<file path="src/rtl/fifo_read_adapter_pkg.sv">
// Shared types and constants for the FIFO read adapter and its skid buffer.
package fifo_read_adapter_pkg;

  typedef enum logic {
    IDLE  = 1'b0,
    BURST = 1'b1
  } state_t;

  localparam int SKID_DEPTH = 3;
  localparam int SKID_PTR_W = $clog2(SKID_DEPTH);
  localparam int SKID_CNT_W = $clog2(SKID_DEPTH + 1);

  // Circular-buffer pointer advance; depth is not a power of two.
  function automatic logic [SKID_PTR_W-1:0] ptr_inc(input logic [SKID_PTR_W-1:0] p);
    return (p == SKID_PTR_W'(SKID_DEPTH - 1)) ? '0 : p + SKID_PTR_W'(1);
  endfunction

endpackage

</file>
<file path="src/rtl/fifo_read_adapter_skid.sv">
// 3-entry circular buffer of {tag, data} that absorbs the FIFO's one-cycle read latency.
module read_skid_buffer
  import fifo_read_adapter_pkg::*;
#(
  parameter int BIT_WIDTH = 8
) (
  input  logic                  clk,
  input  logic                  rst_n,
  input  logic                  i_clear,
  input  logic                  i_wr,
  input  logic [BIT_WIDTH-1:0]  i_wr_data,
  input  logic                  i_wr_tag,
  input  logic                  i_pop,
  output logic [SKID_CNT_W-1:0] o_count,
  output logic [BIT_WIDTH-1:0]  o_head_data,
  output logic                  o_head_tag
);

  logic [BIT_WIDTH:0]    r_mem [SKID_DEPTH];
  logic [SKID_PTR_W-1:0] r_wr_ptr;
  logic [SKID_PTR_W-1:0] r_rd_ptr;
  logic [SKID_CNT_W-1:0] r_count;
  logic                  w_pop;

  assign w_pop = i_pop && (r_count != '0);

  always_ff @(posedge clk or negedge rst_n) begin
    if (!rst_n) begin
      r_wr_ptr <= '0;
      r_rd_ptr <= '0;
      r_count  <= '0;
      for (int i = 0; i < SKID_DEPTH; i++) r_mem[i] <= '0;
    end else if (i_clear) begin
      r_wr_ptr <= '0;
      r_rd_ptr <= '0;
      r_count  <= '0;
    end else begin
      if (i_wr) begin
        r_mem[r_wr_ptr] <= {i_wr_tag, i_wr_data};
        r_wr_ptr        <= ptr_inc(r_wr_ptr);
      end
      if (w_pop) r_rd_ptr <= ptr_inc(r_rd_ptr);
      case ({i_wr, w_pop})
        2'b10:   r_count <= r_count + SKID_CNT_W'(1);
        2'b01:   r_count <= r_count - SKID_CNT_W'(1);
        default: r_count <= r_count;
      endcase
    end
  end

  // The dequeue gate keeps count + inflight below depth, so a write into a full buffer is a bug.
  assert property (@(posedge clk) disable iff (!rst_n)
    !(i_wr && !w_pop && !i_clear && r_count == SKID_CNT_W'(SKID_DEPTH)));

  assign o_count                   = r_count;
  assign {o_head_tag, o_head_data} = r_mem[r_rd_ptr];

endmodule

</file>
<file path="src/rtl/fifo_read_adapter.sv">
// Drains mixed_clock_fifo in BURST_LEN bursts onto a valid/ready stream with a last marker.
// Optional burst counter output enabled by FIFO_READ_ADAPTER_STATS_EN.
module fifo_read_adapter
  import fifo_read_adapter_pkg::*;
#(
  parameter int  CAPACITY  = 3,
  parameter int  BIT_WIDTH = 8,
  parameter int  BURST_LEN = 2,
  localparam int PW        = $clog2(CAPACITY + 1)
) (
  input  logic                 read_clock,
  input  logic                 reset_n,
  input  logic                 flush,
  input  logic [BIT_WIDTH-1:0] fifo_data_out,
  input  logic [PW-1:0]        fifo_population,
  input  logic                 fifo_empty,
  output logic                 fifo_dequeue,
  output logic [BIT_WIDTH-1:0] out_data,
  output logic                 out_valid,
  output logic                 out_last,
  input  logic                 out_ready,
  output state_t               o_dbg_state
`ifdef FIFO_READ_ADAPTER_STATS_EN
  ,
  output logic [15:0]          burst_count
`endif
);

  localparam int IW = $clog2(BURST_LEN + 1);

  if (BURST_LEN < 1 || BURST_LEN > CAPACITY) begin : g_bad_burst_len
    $fatal(1, "fifo_read_adapter: BURST_LEN must be within 1..CAPACITY");
  end

  // Stream handshake: a word transfers on a clock edge where out_valid && out_ready;
  // once out_valid is high, out_data/out_last hold until that transfer.
  state_t                r_state;
  state_t                w_state_nxt;
  logic [IW-1:0]         r_issued;
  logic                  r_inflight;
  logic                  r_inflight_tag;
  logic [SKID_CNT_W-1:0] w_count;
  logic [BIT_WIDTH-1:0]  w_head_data;
  logic                  w_head_tag;
  logic                  w_valid;
  logic                  w_xfer;
  logic                  w_last_xfer;
  logic                  w_deq;

  assign w_valid     = (w_count != '0);
  assign w_xfer      = w_valid && out_ready;
  assign w_last_xfer = w_xfer && w_head_tag;

  always_comb begin
    w_state_nxt = r_state;
    w_deq       = 1'b0;
    case (r_state)
      IDLE:    if (fifo_population >= PW'(BURST_LEN)) w_state_nxt = BURST;
      BURST:   if (w_last_xfer) w_state_nxt = IDLE;
      default: w_state_nxt = IDLE;
    endcase
    if (flush) w_state_nxt = IDLE;
    // Never depends on out_ready: buffer room is counted including the word in flight.
    if (r_state == BURST && r_issued < IW'(BURST_LEN) && !fifo_empty &&
        ((SKID_CNT_W + 1)'(w_count) + (SKID_CNT_W + 1)'(r_inflight)) < (SKID_CNT_W + 1)'(SKID_DEPTH))
      w_deq = 1'b1;
  end

  always_ff @(posedge read_clock or negedge reset_n) begin
    if (!reset_n) begin
      r_state        <= IDLE;
      r_issued       <= '0;
      r_inflight     <= 1'b0;
      r_inflight_tag <= 1'b0;
    end else begin
      r_state <= w_state_nxt;
      if (flush) begin
        r_issued       <= '0;
        r_inflight     <= 1'b0;
        r_inflight_tag <= 1'b0;
      end else begin
        if (r_state == IDLE) r_issued <= '0;
        else if (w_deq)      r_issued <= r_issued + IW'(1);
        r_inflight     <= w_deq;
        r_inflight_tag <= w_deq && (r_issued == IW'(BURST_LEN - 1));
      end
    end
  end

  read_skid_buffer #(.BIT_WIDTH(BIT_WIDTH)) u_skid (
    .clk         (read_clock),
    .rst_n       (reset_n),
    .i_clear     (flush),
    .i_wr        (r_inflight),
    .i_wr_data   (fifo_data_out),
    .i_wr_tag    (r_inflight_tag),
    .i_pop       (w_xfer),
    .o_count     (w_count),
    .o_head_data (w_head_data),
    .o_head_tag  (w_head_tag)
  );

  assign fifo_dequeue = w_deq;
  assign out_valid    = w_valid;
  assign out_data     = w_valid ? w_head_data : '0;
  assign out_last     = w_valid && w_head_tag;
  assign o_dbg_state  = r_state;

`ifdef FIFO_READ_ADAPTER_STATS_EN
  logic [15:0] r_burst_count;

  // Only reset clears the counter; flush leaves it alone.
  always_ff @(posedge read_clock or negedge reset_n) begin
    if (!reset_n)         r_burst_count <= '0;
    else if (w_last_xfer) r_burst_count <= r_burst_count + 16'd1;
  end

  assign burst_count = r_burst_count;
`endif

endmodule

</file>
<file path="config.mk">
export PLATFORM = sky130hd
export DESIGN_NAME = fifo_read_adapter
export DESIGN_NICKNAME = d
export VERILOG_FILES = /design/src/rtl/fifo_read_adapter_pkg.sv /design/src/rtl/fifo_read_adapter_skid.sv /design/src/rtl/fifo_read_adapter.sv
export SDC_FILE = /design/constraint.sdc
export NUM_CORES = 1
export LEC_CHECK = 0
export BUFFER_PORTS_ARGS = -buffer_cell sky130_fd_sc_hd__clkbuf_2
export CAP_MARGIN = 40
export CORE_ASPECT_RATIO = 1.4
export CORE_MARGIN = 10
export CORE_UTILIZATION = 60
export DETAILED_ROUTE_END_ITERATION = 6
export GPL_ROUTABILITY_DRIVEN = 0
export PLACE_DENSITY = 0.83
export SYNTH_ARGS = -nofsm -noshare
export SYNTH_HDL_FRONTEND = slang
export SYNTH_HIERARCHICAL = 1
export SYNTH_SLANG_ARGS = --single-unit
</file>
<file path="constraint.sdc">
create_clock -name read_clock -period 3.2 [get_ports read_clock]
set_input_delay 0.16 -clock read_clock [delete_from_list [all_inputs] [get_ports read_clock]]
set_output_delay 0.16 -clock read_clock [all_outputs]
set_load 0.05 [all_outputs]
</file>
; ---- Word level (Yosys, flattened, before mapping)
; Index checks and enable logic that the tools add are counted.
[totals]
ff_bits = 38
input_bits = 15
output_inout_bits = 12
wordCells = 72
[classes]
add_sub_neg = 6
n_lt_le_gt_ge = 6
eq_ne = 6
mux = 25
bitwise_logic = 4
n_reduce_logical = 15
[ops]
columns = op, count
row1 = $bwmux W27, 1
row2 = $mux W9, 3
row3 = $mux W2, 10
row4 = $bmux W9 S2, 1
row5 = $demux W9 S2, 1
row6 = $logic_and A1 B1 Y1, 9
row7 = $add A2 B1 Y2 const B, 4
row8 = $mux W8, 1
row9 = $eq A2 B2 Y1 const B, 3
row10 = $ge A3 B3 Y1 const B, 2
row11 = $mux W1, 6
row12 = $not A2 Y3, 2
row13 = $reduce_bool A2 Y1, 3
row14 = $eq A2 B1 Y1 const B, 2
row15 = $pmux W2 S2, 1
row16 = $add A2 B1 Y3, 1
row17 = $lt A3 B1 Y1 const B, 1
row18 = $lt A3 B2 Y1 const B, 1
row19 = $ne A3 B2 Y1 const B, 1
row20 = $reduce_bool A3 Y1, 1
row21 = $ge A2 B2 Y1 const B, 1
row22 = $lt A2 B2 Y1 const B, 1
row23 = $not A1 Y1, 2
row24 = $pmux W1 S2, 1
row25 = 3 further kinds, 3

; ---- Depth between registers and ports, before layout
[depth]
ltp_word = 8
ltp_mapped = 5
ltp_nobuf = 5

; ---- Cells and area by module
; Netlist, hierarchy kept.
[by_module_without_submodules]
columns = mod, instances, cells_each, area_each_um2, seq_area_each_um2
row1 = read_skid_buffer, 1, 117, 1516.5, 825.8
row2 = fifo_read_adapter, 1, 35, 340.3, 125.1

; ---- Worst setup path after synthesis
; OpenSTA, ideal clock, no wires.
[synth_path]
path_kind = register to output
startpoint = register r_inflight
endpoint = output port fifo_dequeue
arrival_time_ns = 1.717
required_time_ns = 3.040
slack_ns = 1.323
stages_incl_launch_ff = 6
path_buffers = 0
cell_sequence = dfrtp_1 ha_1 ha_1 a211oi_2 nand3_2 inv_1
[synth_between]
elab_chain_cells = 4
[synth_rtl]
columns = element, line
row1 = from (decl), fifo_read_adapter.sv:40  ; logic r_inflight;
row2 = from (signal assigned), fifo_read_adapter.sv:84  ; r_inflight <= w_deq;
row3 = $add A2 B1 Y3, fifo_read_adapter.sv:65  ; ((SKID_CNT_W + 1)'(w_count) + (SKID_CNT_W + 1)'(r_inflight)) < (SKID_CNT_W + 1)'(SKID_DEPTH))
row4 = $lt A3 B2 Y1, fifo_read_adapter.sv:65
row5 = $logic_and A1 B1 Y1, fifo_read_adapter.sv:64  ; if (r_state == BURST && r_issued < IW'(BURST_LEN) && !fifo_empty &&
row6 = $mux W1, fifo_read_adapter.sv:64
row7 = to (decl), fifo_read_adapter.sv:17  ; output logic fifo_dequeue,
; Every way passes these cells.

; ---- Worst setup path in the final report
[layout_path]
startpoint = register u_skid.r_rd_ptr[1]
endpoint = output port out_data[3]
[layout_between]
elab_chain_cells = 5
[layout_rtl]
columns = element, line
row1 = from (decl), fifo_read_adapter_skid.sv:21  ; logic [SKID_PTR_W-1:0] r_rd_ptr;
row2 = from (signal assigned), fifo_read_adapter_skid.sv:42  ; if (w_pop) r_rd_ptr <= ptr_inc(r_rd_ptr);
row3 = $not A2 Y3 (implied by the code), fifo_read_adapter_skid.sv:56  ; assign {o_head_tag, o_head_data} = r_mem[r_rd_ptr];
row4 = $bmux W9 S2, fifo_read_adapter_skid.sv:56
row5 = $mux W9 (implied by the code) (2 in series), fifo_read_adapter_skid.sv:56
row6 = via w_head_data[3], fifo_read_adapter.sv:43  ; logic [BIT_WIDTH-1:0] w_head_data;
row7 = $mux W8, fifo_read_adapter.sv:105  ; assign out_data = w_valid ? w_head_data : '0;
row8 = to (decl), fifo_read_adapter.sv:18  ; output logic [BIT_WIDTH-1:0] out_data,
; The timed path passes the listed nets, and every way through them passes these cells. The select of a mux whose other input is x is not followed.

==> flow_summary.ini <==
[critical_path]
worstRegToRegCells = 3
worst_ep_required_time_ns = 3.04
last_element_of_the_critical_path = out_data[3]
timing.critical_path.from = u_skid/r_rd_ptr[1]$_DFFE_PN0P_
crit_chain = nor2b_1 > nand2_1 > o21ai_0 > nor2b_1 > clkbuf_2
critical_path.reg2reg.startpoint = r_inflight$_DFF_PN0_
reg2reg_setup_slack_ns = 1.27
worst-setup-path-type = reg -> out
critical_path.max_fanout = 12
timing.critical_path.to_type = output port
timing.critical_path.slowest_stage_cell = sky130_fd_sc_hd__nor2b_1
worst_path_arrival_time_ns = 2.39
timing.critical_path.slowest_cell_delay_ns = 0.79
timing.rr.end = u_skid/r_mem[7]$_DFFE_PN0P_
startpoint_type = flip-flop
critical_path.most_common_cell = sky130_fd_sc_hd__nor2b_1

[synth]
synth_seq_area_share = 0.5121
post_synth_mux_area_share = 0.2392
synth_simple_gate_area_share = 0.1469
synth-main-ff-cell = sky130_fd_sc_hd__dfrtp_1
post_synth_fa_ha_maj_area_fraction = 0.02022
synth_fp_nets = 170
synth.avg_cell_area_sq_um = 12.22
largest_family_of_logic_cells_by_synthesized_area = multiplexers
netlist_area_before_placement_sq_um = 1857
syn-instance-count = 152
asyncSetResetFlopFracSynth = 1.000
post_synth_num_cell_types = 28
ys.warnings.count = 6
synth-edff-count = 0
synth_compound_area_frac = 0.05660
ys_seq_elements = 38
synth_xor_xnor_area_share = 0

[clock_network]
cts.clk_slew.worst_paths_ns = 0.07
numClockSinks = 38
cts_repair_resize_count = 0
root_buffer = sky130_fd_sc_hd__clkbuf_8
ctsLongestPathBuffers = 2
cts.repair_timing.setup_buffer_count = 0
cts_made_buffers = 5
clock_tree.htree_level_count = 2
tritoncts = yes
clock_insertion_delay_worst_skew_ns = 0.29

[timing]
clock.fmax_mhz = 392.6
setup_tns_ns = 0
final.period_utilization = 0.7961
relSlewSlack = 0.3990
clock_skew_ns = 0.003368
report.final.setup_viol = 0
final.min_clock_period_ns = 2.547
slew_viol_final = 0
hold_viol_final = 0
whs_ns = 0.1189
finalWorstSetupSlack_ns = 0.6526
rsz_0062_raised_after_global_routing = false
worst_slew_pin_slew_ns = 0.8976

[cells_and_area]
area.growth.synth_to_final_pct = 14.89
final.fill_count = 200
final_nets = 199
final_core_utilization = 0.7340
drive_gt1_frac = 0.3791
antenna_cells_inserted = 0

[global_routing]
grt_pass1_wl_microns = 5975
final_global_route_overflow_total = 0
grt_antenna_before_repair = 0
grt_use_total = 0.1367
grt_pass1_vias = 1276
grt_start_max_net_pins = 21

[power]
fin_total_pwr_mw = 1.024
power_density_over_the_cells_nw_per_um2 = 479.9
vdd_ir_drop_max_mv = 0.3369
leakage_power_of_the_design_nw = 1.011

[place]
io_buffers = 25
placement_stage_worst_setup_slack_ns = 1.004
estimated_wirelength_of_the_detail_placed_design_microns = 2633

[floorplan]
start_util = 0.6388
core_area_sq_um = 2907
die_area_sq_um = 5751
std_cell_rows = 23
die_width_microns = 67.02
design.portCount = 27
die_height_microns = 85.82

[min_path]
hp-class = in -> reg

[routing]
dr.first_iter.drc_count = 72
routed_wl_microns = 3736
post_drt_wl_per_cell_microns = 17.06
ant_nets = 0
number_of_vias_per_cell_after_detailed_routing = 5.566
dr_total_vias = 1219
drc_errors = 0
detailedRoute.firstPassIterationCount = 4

[outcome]
result_of_the_run = complete, no violations

[job]
number_of_violations_of_the_max_capacitance_limit = 0
[how the worst min path moves through the flow]
stage                             from                      endpoint  slack [ns]  cells after the start
floorplan                      reset_n         o_dbg_state$_DFF_PN0_       -0.14                      0
global placement               reset_n   u_skid/r_mem[0]$_DFFE_PN0P_        0.31                      1
detailed placement             reset_n  u_skid/r_mem[19]$_DFFE_PN0P_        0.15                      1
CTS                 fifo_population[1]         o_dbg_state$_DFF_PN0_        0.12                      3
global route          fifo_data_out[1]  u_skid/r_mem[19]$_DFFE_PN0P_        0.12                      2
finish              fifo_population[1]         o_dbg_state$_DFF_PN0_        0.12                      3
[kinds of logic (layout without fill, tap and decap cells)]
kind of cell,after synthesis,in the layout
muxes,41,41
and+or+nand+nor,42,42
DFF,38,38
adders and majority gates,3,3
AOI/OAI and AO/OA,18,18
buffers and inverters,10,40
[cells in the mapped netlist (2+ instances only)]
| master | n | area [sq um] |
|---|---|---|
| sky130_fd_sc_hd__o21ai_0 | 11 | 55.05 |
| sky130_fd_sc_hd__nor2_1 | 6 | 22.52 |
| sky130_fd_sc_hd__nand2_1 | 11 | 41.29 |
| sky130_fd_sc_hd__mux2_2 | 27 | 304.0 |
| sky130_fd_sc_hd__mux2i_1 | 14 | 140.1 |
| sky130_fd_sc_hd__buf_4 | 2 | 15.01 |
| sky130_fd_sc_hd__nor3b_2 | 3 | 37.54 |
| sky130_fd_sc_hd__a21oi_1 | 4 | 20.02 |
| sky130_fd_sc_hd__nand3b_1 | 2 | 15.01 |
| sky130_fd_sc_hd__inv_1 | 4 | 15.01 |
| sky130_fd_sc_hd__and2b_1 | 2 | 15.01 |
| sky130_fd_sc_hd__ha_1 | 3 | 37.54 |
| sky130_fd_sc_hd__clkbuf_1 | 3 | 11.26 |
| sky130_fd_sc_hd__dfrtp_1 | 38 | 950.9 |
| sky130_fd_sc_hd__nor2b_1 | 9 | 56.30 |
[metrics by stage]
| stage | std cells | cell area, sq um |
|---|---|---|
| floorplan | 152 | 1857 |
| global placement | 209 | 2004 |
| global route | 219 | 2133 |
| detailed placement | 210 | 2032 |
| finish | 219 | 2133 |
| CTS | 219 | 2133 |
[placed cells by master, fill, tap and decap left out, types with 2 or more instances in the layout]
| cell | n |
|---|---|
| sky130_fd_sc_hd__mux2i_1 | 14 |
| sky130_fd_sc_hd__mux2_2 | 27 |
| sky130_fd_sc_hd__and2b_1 | 2 |
| sky130_fd_sc_hd__dfrtp_1 | 38 |
| sky130_fd_sc_hd__nor2b_1 | 9 |
| sky130_fd_sc_hd__a21oi_1 | 4 |
| sky130_fd_sc_hd__nand2_1 | 11 |
| sky130_fd_sc_hd__clkbuf_2 | 25 |
| sky130_fd_sc_hd__o21ai_0 | 11 |
| sky130_fd_sc_hd__nand3b_1 | 2 |
| sky130_fd_sc_hd__nor2_1 | 6 |
| sky130_fd_sc_hd__nor3b_2 | 3 |
| sky130_fd_sc_hd__inv_1 | 4 |
| sky130_fd_sc_hd__clkbuf_8 | 6 |
| sky130_fd_sc_hd__ha_1 | 3 |
[cell type report]
| type | count | area (sq um) | area share |
|---|---|---|---|
| Clock inverter | 1 | 5.005 | 0.002346 |
| Timing Repair Buffer | 28 | 170.2 | 0.07977 |
| Sequential cell | 38 | 950.9 | 0.4457 |
| Tap cell | 37 | 46.29 | 0.02170 |
| Clock buffer | 7 | 86.33 | 0.04047 |
| Inverter | 4 | 15.01 | 0.007038 |
| Multi-Input combinational cell | 104 | 859.6 | 0.4029 |
[routing by layer]
metal / track usage / part of all wire / vias up
li1: - / - / 591
met1: 0.1472 / 0.43 / 599
met2: 0.2310 / 0.51 / 24
met3: 0.04427 / 0.048 / 5
met4: 0.06742 / 0.017 / 0
met5: 0 / 0 / -
[critical path: cells and delay by family (launching register included)]
family | cells | cell delay, ns
buf+inv | 1 | 0.28
flops | 1 | 0.62
simple gates | 3 | 1.06
compound gates | 1 | 0.12
[timing repair]
item / CTS / global route
hold endpoints to repair: 18 / 0
hold buffers: 1 / 0
setup endpoints to repair: 0 / 0
[sequential cells by signal (all words and copies together) (netlist names)]
name,cells
u_skid/o_count,2
u_skid/r_mem,27
u_skid/r_rd_ptr,2
r_inflight_tag,1
r_issued,2
r_inflight,1
u_skid/r_wr_ptr,2
o_dbg_state,1
[where the power goes]
| part | switching, mW | leakage (nW) | internal [mW] |
|---|---|---|---|
| clock network | 0.157 | 0.0482 | 0.174 |
| registers | 0.0259 | 0.512 | 0.521 |
| logic | 0.0759 | 0.451 | 0.0705 |
Note: power is estimated with default switching activity, not from simulation.
